<file path="config.mk">
export PLATFORM = sky130hd
export DESIGN_NAME = ln_arbiter_flat
export DESIGN_NICKNAME = d
export VERILOG_FILES = /design/src/rtl/ln_arbiter_if.sv /design/src/rtl/ln_arbiter.sv /design/src/flat_wrapper.sv
export SDC_FILE = /design/constraint.sdc
export NUM_CORES = 1
export LEC_CHECK = 0
export CAP_MARGIN = 20
export CORE_MARGIN = 3
export CORE_UTILIZATION = 52
export DETAILED_ROUTE_END_ITERATION = 8
export PLACE_DENSITY = 0.74
export RECOVER_POWER = 50
export SLEW_MARGIN = 20
export SYNTH_ARGS = -nofsm -noshare
export SYNTH_HDL_FRONTEND = slang
export SYNTH_SLANG_ARGS = --single-unit
</file>
<file path="constraint.sdc">
create_clock -name aclk -period 3.3 [get_ports aclk]
set_clock_uncertainty 0.05 [all_clocks]
set_input_delay 0.66 -clock aclk [delete_from_list [all_inputs] [get_ports aclk]]
set_output_delay 0.66 -clock aclk [all_outputs]
set_load 0.02 [all_outputs]
</file>
<file path="src/rtl/ln_arbiter_if.sv">
// Stream bundle between the two requesters, the shared ln_float32 core and the result consumers.
// The slave modport is the arbiter's view of the bundle; the master modport is the environment's view.
interface ln_arbiter_if;
    logic        s0_tvalid;
    logic        s0_tready;
    logic [31:0] s0_tdata;
    logic        s1_tvalid;
    logic        s1_tready;
    logic [31:0] s1_tdata;
    logic        ln_a_tvalid;
    logic [31:0] ln_a_tdata;
    logic        ln_res_tvalid;
    logic [31:0] ln_res_tdata;
    logic        m0_tvalid;
    logic        m0_tready;
    logic [31:0] m0_tdata;
    logic        m1_tvalid;
    logic        m1_tready;
    logic [31:0] m1_tdata;
    logic        err;

    modport slave (
        input  s0_tvalid, s0_tdata, output s0_tready,
        input  s1_tvalid, s1_tdata, output s1_tready,
        output ln_a_tvalid, ln_a_tdata,
        input  ln_res_tvalid, ln_res_tdata,
        output m0_tvalid, m0_tdata, input m0_tready,
        output m1_tvalid, m1_tdata, input m1_tready,
        output err
    );

    modport master (
        output s0_tvalid, s0_tdata, input s0_tready,
        output s1_tvalid, s1_tdata, input s1_tready,
        input  ln_a_tvalid, ln_a_tdata,
        output ln_res_tvalid, ln_res_tdata,
        input  m0_tvalid, m0_tdata, output m0_tready,
        input  m1_tvalid, m1_tdata, output m1_tready,
        input  err
    );
endinterface

</file>
<file path="src/rtl/ln_arbiter.sv">
// Round-robin, credit-limited sharing of one ln_float32 core between two requesters with in-order return.
// Define LN_ARBITER_ERRCHK_EN to build the sticky protocol error checker; otherwise err is tied low.
module ln_arbiter #(
    parameter int unsigned DEPTH = 16,
    parameter int unsigned TAGW  = 1
) (
    input logic         aclk,
    input logic         aresetn,
    ln_arbiter_if.slave bus
);
    localparam int unsigned PW   = $clog2(DEPTH);
    localparam int unsigned PTRW = PW + 1;
    localparam int unsigned CW   = PW + 1;
    localparam int unsigned DW   = 32;
    localparam int unsigned EW   = TAGW + DW;

    logic [CW-1:0]   credit_q, credit_d;
    logic            rr_q, rr_d;
    logic            run_q;
    logic            ln_a_tvalid_q, ln_a_tvalid_d;
    logic [DW-1:0]   ln_a_tdata_q, ln_a_tdata_d;
    logic [PTRW-1:0] tag_wr_q, tag_wr_d, tag_rd_q, tag_rd_d;
    logic [PTRW-1:0] res_wr_q, res_wr_d, res_rd_q, res_rd_d;
    logic [TAGW-1:0] tag_mem_q [DEPTH];
    logic [EW-1:0]   res_mem_q [DEPTH];

    logic            issue_ok, gnt, s0_rdy, s1_rdy, issue;
    logic [DW-1:0]   issue_data;
    logic            tag_empty, res_empty, tag_pop, res_push, res_pop;
    logic [TAGW-1:0] tag_head;
    logic [EW-1:0]   res_head;
    logic            m0_vld, m1_vld;

`ifdef LN_ARBITER_ERRCHK_EN
    logic err_q, err_d;
`endif

    // Arbitration, FIFO bookkeeping and credit accounting
    always_comb begin
        issue_ok   = run_q && (credit_q != '0);
        gnt        = (bus.s0_tvalid && bus.s1_tvalid) ? rr_q : bus.s1_tvalid;
        s0_rdy     = issue_ok && bus.s0_tvalid && !gnt;
        s1_rdy     = issue_ok && bus.s1_tvalid && gnt;
        issue      = s0_rdy || s1_rdy;
        issue_data = gnt ? bus.s1_tdata : bus.s0_tdata;

        tag_empty  = (tag_wr_q == tag_rd_q);
        res_empty  = (res_wr_q == res_rd_q);
        tag_head   = tag_mem_q[tag_rd_q[PW-1:0]];
        res_head   = res_mem_q[res_rd_q[PW-1:0]];
        m0_vld     = !res_empty && (res_head[EW-1 -: TAGW] == '0);
        m1_vld     = !res_empty && (res_head[EW-1 -: TAGW] != '0);
        res_pop    = (m0_vld && bus.m0_tready) || (m1_vld && bus.m1_tready);

`ifdef LN_ARBITER_ERRCHK_EN
        err_d      = err_q;
        // A result with no outstanding tag is dropped rather than mis-routed
        tag_pop    = bus.ln_res_tvalid && !tag_empty;
        if (bus.ln_res_tvalid && tag_empty) begin
            err_d = 1'b1;
        end
`else
        tag_pop    = bus.ln_res_tvalid;
`endif
        res_push   = tag_pop;

        rr_d          = issue ? !gnt : rr_q;
        ln_a_tvalid_d = issue;
        ln_a_tdata_d  = issue ? issue_data : ln_a_tdata_q;

        tag_wr_d = issue    ? tag_wr_q + PTRW'(1) : tag_wr_q;
        tag_rd_d = tag_pop  ? tag_rd_q + PTRW'(1) : tag_rd_q;
        res_wr_d = res_push ? res_wr_q + PTRW'(1) : res_wr_q;
        res_rd_d = res_pop  ? res_rd_q + PTRW'(1) : res_rd_q;

        credit_d = credit_q;
        if (issue && !res_pop) begin
            credit_d = credit_q - CW'(1);
        end else if (!issue && res_pop) begin
            credit_d = credit_q + CW'(1);
`ifdef LN_ARBITER_ERRCHK_EN
            if (credit_q == CW'(DEPTH)) begin
                credit_d = credit_q;
                err_d    = 1'b1;
            end
`endif
        end
    end

    // Control state; run_q keeps the requesters stalled while reset is applied
    always_ff @(posedge aclk or negedge aresetn) begin
        if (!aresetn) begin
            credit_q      <= CW'(DEPTH);
            rr_q          <= 1'b0;
            run_q         <= 1'b0;
            ln_a_tvalid_q <= 1'b0;
            ln_a_tdata_q  <= '0;
            tag_wr_q      <= '0;
            tag_rd_q      <= '0;
            res_wr_q      <= '0;
            res_rd_q      <= '0;
        end else begin
            credit_q      <= credit_d;
            rr_q          <= rr_d;
            run_q         <= 1'b1;
            ln_a_tvalid_q <= ln_a_tvalid_d;
            ln_a_tdata_q  <= ln_a_tdata_d;
            tag_wr_q      <= tag_wr_d;
            tag_rd_q      <= tag_rd_d;
            res_wr_q      <= res_wr_d;
            res_rd_q      <= res_rd_d;
        end
    end

    // FIFO storage; contents are meaningless until the pointers say otherwise
    always_ff @(posedge aclk) begin
        if (issue) begin
            tag_mem_q[tag_wr_q[PW-1:0]] <= TAGW'(gnt);
        end
        if (res_push) begin
            res_mem_q[res_wr_q[PW-1:0]] <= {tag_head, bus.ln_res_tdata};
        end
    end

`ifdef LN_ARBITER_ERRCHK_EN
    always_ff @(posedge aclk or negedge aresetn) begin
        if (!aresetn) begin
            err_q <= 1'b0;
        end else begin
            err_q <= err_d;
        end
    end
    assign bus.err = err_q;
`else
    assign bus.err = 1'b0;
`endif

    assign bus.s0_tready   = s0_rdy;
    assign bus.s1_tready   = s1_rdy;
    assign bus.ln_a_tvalid = ln_a_tvalid_q;
    assign bus.ln_a_tdata  = ln_a_tdata_q;
    assign bus.m0_tvalid   = m0_vld;
    assign bus.m1_tvalid   = m1_vld;
    // Idle outputs read as zero so the reset value holds without clearing storage
    assign bus.m0_tdata    = m0_vld ? res_head[DW-1:0] : '0;
    assign bus.m1_tdata    = m1_vld ? res_head[DW-1:0] : '0;
endmodule

</file>
<file path="src/flat_wrapper.sv">
// flat-port wrapper written by rule: the top's interface ports become plain ports
module ln_arbiter_flat 
#(
    parameter int unsigned DEPTH = 16,
    parameter int unsigned TAGW  = 1
)
  (aclk, aresetn, bus_s0_tvalid, bus_s0_tdata, bus_s0_tready, bus_s1_tvalid, bus_s1_tdata, bus_s1_tready, bus_ln_a_tvalid, bus_ln_a_tdata, bus_ln_res_tvalid, bus_ln_res_tdata, bus_m0_tvalid, bus_m0_tdata, bus_m0_tready, bus_m1_tvalid, bus_m1_tdata, bus_m1_tready, bus_err);
  ln_arbiter_if bus_i ();
  input logic aclk;
  input logic aresetn;
  input wire logic [$bits(bus_i.s0_tvalid)-1:0] bus_s0_tvalid;
  input wire logic [$bits(bus_i.s0_tdata)-1:0] bus_s0_tdata;
  output wire logic [$bits(bus_i.s0_tready)-1:0] bus_s0_tready;
  input wire logic [$bits(bus_i.s1_tvalid)-1:0] bus_s1_tvalid;
  input wire logic [$bits(bus_i.s1_tdata)-1:0] bus_s1_tdata;
  output wire logic [$bits(bus_i.s1_tready)-1:0] bus_s1_tready;
  output wire logic [$bits(bus_i.ln_a_tvalid)-1:0] bus_ln_a_tvalid;
  output wire logic [$bits(bus_i.ln_a_tdata)-1:0] bus_ln_a_tdata;
  input wire logic [$bits(bus_i.ln_res_tvalid)-1:0] bus_ln_res_tvalid;
  input wire logic [$bits(bus_i.ln_res_tdata)-1:0] bus_ln_res_tdata;
  output wire logic [$bits(bus_i.m0_tvalid)-1:0] bus_m0_tvalid;
  output wire logic [$bits(bus_i.m0_tdata)-1:0] bus_m0_tdata;
  input wire logic [$bits(bus_i.m0_tready)-1:0] bus_m0_tready;
  output wire logic [$bits(bus_i.m1_tvalid)-1:0] bus_m1_tvalid;
  output wire logic [$bits(bus_i.m1_tdata)-1:0] bus_m1_tdata;
  input wire logic [$bits(bus_i.m1_tready)-1:0] bus_m1_tready;
  output wire logic [$bits(bus_i.err)-1:0] bus_err;
  assign bus_i.s0_tvalid = bus_s0_tvalid;
  assign bus_i.s0_tdata = bus_s0_tdata;
  assign bus_s0_tready = bus_i.s0_tready;
  assign bus_i.s1_tvalid = bus_s1_tvalid;
  assign bus_i.s1_tdata = bus_s1_tdata;
  assign bus_s1_tready = bus_i.s1_tready;
  assign bus_ln_a_tvalid = bus_i.ln_a_tvalid;
  assign bus_ln_a_tdata = bus_i.ln_a_tdata;
  assign bus_i.ln_res_tvalid = bus_ln_res_tvalid;
  assign bus_i.ln_res_tdata = bus_ln_res_tdata;
  assign bus_m0_tvalid = bus_i.m0_tvalid;
  assign bus_m0_tdata = bus_i.m0_tdata;
  assign bus_i.m0_tready = bus_m0_tready;
  assign bus_m1_tvalid = bus_i.m1_tvalid;
  assign bus_m1_tdata = bus_i.m1_tdata;
  assign bus_i.m1_tready = bus_m1_tready;
  assign bus_err = bus_i.err;
  ln_arbiter #(.DEPTH(DEPTH), .TAGW(TAGW)) u_core (.aclk(aclk), .aresetn(aresetn), .bus(bus_i));
endmodule
</file>
After elaboration in Yosys (flattened, before gate mapping)
Memory sizes are Yosys's and may differ from the RTL's. Index checks and enable logic that the tools add are counted.

Register bits after elaboration: 60. Memory bits (writable): 544. Input bits: 103. Output and inout port bits: 102. Logic and storage cells: 49. Memories kept: 2.

Memories: u_core.res_mem_q (depth 16, bits a word 33, read ports 1, clocked after Yosys merged registers in 0, write ports 1, RTL line ln_arbiter.sv:25) `logic [EW-1:0] res_mem_q [DEPTH];`; u_core.tag_mem_q (depth 16, bits a word 1, read ports 1, clocked after Yosys merged registers in 0, write ports 1, RTL line ln_arbiter.sv:24) `logic [TAGW-1:0] tag_mem_q [DEPTH];`.

$add $sub $neg: 6. Eq/ne operators: 1. Mux-type cells: 10. Bitwise operators: 1. Reductions and logical operators: 20.

Operator list (count): two-way mux 32 bit (3); adder 5 x 1 -> 5 bit, second input constant (5); logical AND 1 bit (12); two-way mux 5 bit (2); equality test 5 bit (1); two-way mux 1 bit (5); nonzero test 5 bit (1); subtractor 5 x 1 -> 5 bit, second input constant (1); logical NOT 1 bit (4); logical OR 1 bit (2); nonzero test 2 bit (1); inverter 1 bit (1).

Logic depth before layout (Yosys ltp)
Depth in word-level cells: 9. Depth in mapped cells: 15. Gate-level depth less buffers: 13.

Least setup slack after synthesis
OpenSTA, ideal clock, no wires.

Path kind: in2reg. Start point: in bus_ln_res_tvalid. End point: mem u_core.res_mem_q[1][0] in the netlist's numbering, enable pin. Arrival time: 3384 ps. Required time: 2786 ps. Slack: -598 ps. Stages: 3. Buffers on the path: 1. Cell sequence: clkbuf_1 > nand2_1 > nor3_1.

Longest elaborated chain between the ends: 2.

RTL lines: start, declared (RTL line flat_wrapper.sv:19) `input wire logic [$bits(bus_i.ln_res_tvalid)-1:0] bus_ln_res_tvalid;`; two-way mux 1 bit (RTL line ln_arbiter.sv:120) `if (res_push) begin`; two-way mux 1 bit (implied by the code) (RTL line ln_arbiter.sv:121) `res_mem_q[res_wr_q[PW-1:0]] <= {tag_head, bus.ln_res_tdata};`; end, declared (RTL line ln_arbiter.sv:25).

Every way passes these cells.

Worst setup path in the final report
Start point: reg u_core.res_rd_q[1]. End point: out bus_m0_tdata[21].

Longest elaborated chain between the ends: 4. Elaborated cells on any way between the ends: 6. Classes of those cells: eq/ne: 1; mux: 1; bitwise: 1; reduce/logical: 2; memory: 1.

RTL lines: start, declared (RTL line ln_arbiter.sv:23) `logic [PTRW-1:0] res_wr_q, res_wr_d, res_rd_q, res_rd_d;`; start signal, assigned (RTL line ln_arbiter.sv:111) `res_rd_q <= res_rd_d;`; memory read (16 x 33 bit) or equality test 5 bit (tied branches); inverter 1 bit or logical NOT 1 bit (tied branches) (RTL line ln_arbiter.sv:51) `m0_vld = !res_empty && (res_head[EW-1 -: TAGW] == '0);`; logical AND 1 bit (RTL line ln_arbiter.sv:51); two-way mux 32 bit (*) (RTL line ln_arbiter.sv:145) `assign bus.m0_tdata = m0_vld ? res_head[DW-1:0] : '0;`; end, declared (RTL line flat_wrapper.sv:22) `output wire logic [$bits(bus_i.m0_tdata)-1:0] bus_m0_tdata;`.

Every way passes the cells marked *; elsewhere a longest branch is shown, timed or not.

==> qor.yml <==
finalSetupViolations: 67
pre_cts_ws_ns: -0.120
crit_type: "reg -> out"
synth.top_cell.area_share: 0.681
power_density_mw_per_mm2: 1030
cp-start-kind: "register"
worst_ep_required_time_ns: 2.59
setup_ws_ns: -0.269
relSlewSlack: -0.230
post_synth_num_cell_types: 39
place_area_mm2: 0.0276
drive_gt1_frac: 0.324
final_area_mm2: 0.0306
violations: "capacitance limit, slew limit, setup timing"
yosys-top-cells-area: "edfxtp_1, mux4_2, dfrtp_1, nand2_1, nor2_1"
numClockSinks: 602
die_h_um: 221
grt.total_usage: 0.225
r2r_slack_ns: -0.20
synth_area_per_cell_um2: 18.6
antenna_left: 0
yosys.area.top_type: "edfxtp_1"
maxCapViolCount: 2
reg2reg_depth: 14
hold_violations: 0
ys_seq_area_frac: 0.741
slew_viol_final: 82
min_period_ns: 3.57
vias_per_cell: 5.93
die_area_mm2: 0.0488
period_share: 1.08
place.gp.congestion: 0.772
cp-end-kind: "output port"
hpwl_mm: 29.8
outcome: "finished, violations left"
clkSlewWorstSetupHoldPaths_ns: 0.06
area_delta_synth_final_pct: 27.5
dr.first_iter.drc_count: 1204
nets: 1721
first_global_vias: 13600
clock_latency_ns: 0.62
drt-total-wl_mm: 57.5
grt_antenna_before_repair: 5
cp_max_fo: 12
yosysWarnings: 0
syn-num-nets: 1408
worst_slew_pin_slew_ns: 1.84
drc: 0
fmax_ghz: 0.280
start_util: 0.528
ys_seq_elements: 602
rsz0062_at_grt: "yes"
syn_area_mm2: 0.0240
grt-ovfl-total: 0
ctsHtreeMaxLevel: 2
row_count: 78
hold_buffers: 0
synthCells: 1290
root_buffer: "clkbuf_16"
netlist_top_cells_count: "edfxtp_1, mux4_2, nand2_1, nor2_1, dfrtp_1"
wl_per_cell_um: 25.5
cts_tree: "yes"
holdPathStages: 1
core_region_area_mm2: 0.0455
ys_async_sr_fraction: 0.0963
leakage_uw: 0.0106
io_pins: 205
cts_buffers: 58
ys.flop_type: "edfxtp_1"
synth-edff-count: 544
numPortBuffers: 203
whs_ns: 0.441
irDropWorstVdd_v: 0.00116
vias: 13400
grt_pass1_wl_mm: 83.0
min_path_type: "reg -> reg"
yosys.cell_count.top_type: "edfxtp_1"
tns_ns: -13.69
finalPower_uw: 31400
clk_path_buf_depth: 3
first_pass_iters: 5
dieWidth_um: 221
grt_max_degree: 72
arrival_ns: 2.86
[critical path, stage by stage (launching register included)]
cell and delay (ns):
dfrtp_4 0.47, mux4_2 0.51, mux2_4 0.31, a22oi_4 0.24
buf_6 0.15, nand2_8 0.10, buf_12 0.18, nor2_2 0.14
buf_6 0.14
[cell families after synthesis]
group           count (synthesis)  share of synthesized area
simple gates                  262                     0.0449
flops                         602                      0.741
buf+inv                        87                     0.0149
fa+ha+maj                      15                    0.00813
mux                           209                      0.160
xor+xnor                       23                    0.00839
other cells                     2                   0.000313
compound gates                 90                     0.0219
[stage by stage]
stage                util  instances
floorplan               -       1290
global placement    0.606       2099
detailed placement  0.606       2099
CTS                 0.660       2231
global route        0.673       2252
finish              0.673       2253
[layout by cell type (no fill, tap or decap), types with 3 or more instances in the layout]
cell,netlist,layout
clkinv_2,0,10
o21ai_1,1,14
and2_1,13,13
inv_2,1,3
dfrtp_1,57,53
buf_12,0,32
o21ai_4,0,5
clkinvlp_4,0,4
dlygate4sd3_1,0,34
clkbuf_16,0,64
buf_2,22,15
buf_16,0,11
nor3_4,0,5
mux2_2,34,31
clkinv_1,1,10
a31oi_1,34,33
nand4_1,7,7
clkdlybuf4s50_1,0,102
nor2_4,0,26
o21ai_0,39,8
buf_4,1,79
mux4_2,136,136
bufinv_16,0,11
inv_1,13,10
a21boi_0,3,3
dfrtp_4,0,3
ha_1,14,12
mux2i_1,37,35
nand2_1,112,110
clkbuf_1,36,16
edfxtp_1,544,544
o21ai_2,0,13
mux2_4,1,4
nor2_2,0,19
xnor2_1,12,12
nor2_1,111,66
xor2_1,11,10
a21oi_1,9,8
and3_1,7,7
buf_6,0,38
[metal layers]
metal | GRT usage | share of wire | vias to the layer above
li1 | - | - | 5704
met1 | 0.295 | 0.38 | 6847
met2 | 0.379 | 0.50 | 684
met3 | 0.0561 | 0.093 | 122
met4 | 0.0638 | 0.026 | 8
met5 | 0 | 0.00070 | -
[flip-flops by register name, summed over array words and instances, names as in the netlist]
name,count
u_core.run_q,1
u_core.res_mem_q,528
u_core.bus.ln_a_tdata,32
u_core.credit_q,5
u_core.tag_wr_q,4
u_core.rr_q,1
u_core.res_rd_q,5
u_core.tag_mem_q,16
u_core.tag_rd_q,4
u_core.res_wr_q,5
u_core.bus.ln_a_tvalid,1
[final timing paths]
kind | startpoint | endpoint
worst max-delay path | u_core.res_rd_q[1]$_DFFE_PN0P_ | bus_m0_tdata[21]
worst max register to register | u_core.res_rd_q[1]$_DFFE_PN0P_ | u_core.credit_q[4]$_DFFE_PN1P_
min in group asynchronous | aresetn | u_core.bus.ln_a_tdata[5]$_DFFE_PN0P_
worst min register to register | u_core.tag_rd_q[3]$_DFFE_PN0P_ | u_core.tag_rd_q[3]$_DFFE_PN0P_
max in group asynchronous | aresetn | u_core.bus.ln_a_tdata[24]$_DFFE_PN0P_
worst min-delay path | u_core.tag_rd_q[3]$_DFFE_PN0P_ | u_core.tag_rd_q[3]$_DFFE_PN0P_
[power by group]
group / total [uW] / switching [uW] / internal (uW)
Combinational: 14500 / 7550 / 6920
Clock: 7050 / 2840 / 4220
Sequential: 9890 / 493 / 9400
[area by class of cell]
cell class                 instances  area (um^2)
clock inverter                    38          500
timing repair buffer             325         3580
tap                              600          751
antenna                            1         2.50
fill                            2916        14900
sequential                       602        17800
multi-input combinational        601         6350
clock buffer                      71         1550
inverter                          15         58.8
[repair_timing]
| action | CTS | global route |
|---|---|---|
| pin swaps | 7 | 23 |
| hold endpoints to repair | 0 | 0 |
| gates cloned | 7 | 5 |
| buffers inserted | 16 | 17 |
| setup endpoints to repair | 67 | 70 |
| resized for setup | 351 | 146 |
Power figures use the tool's default switching activity.
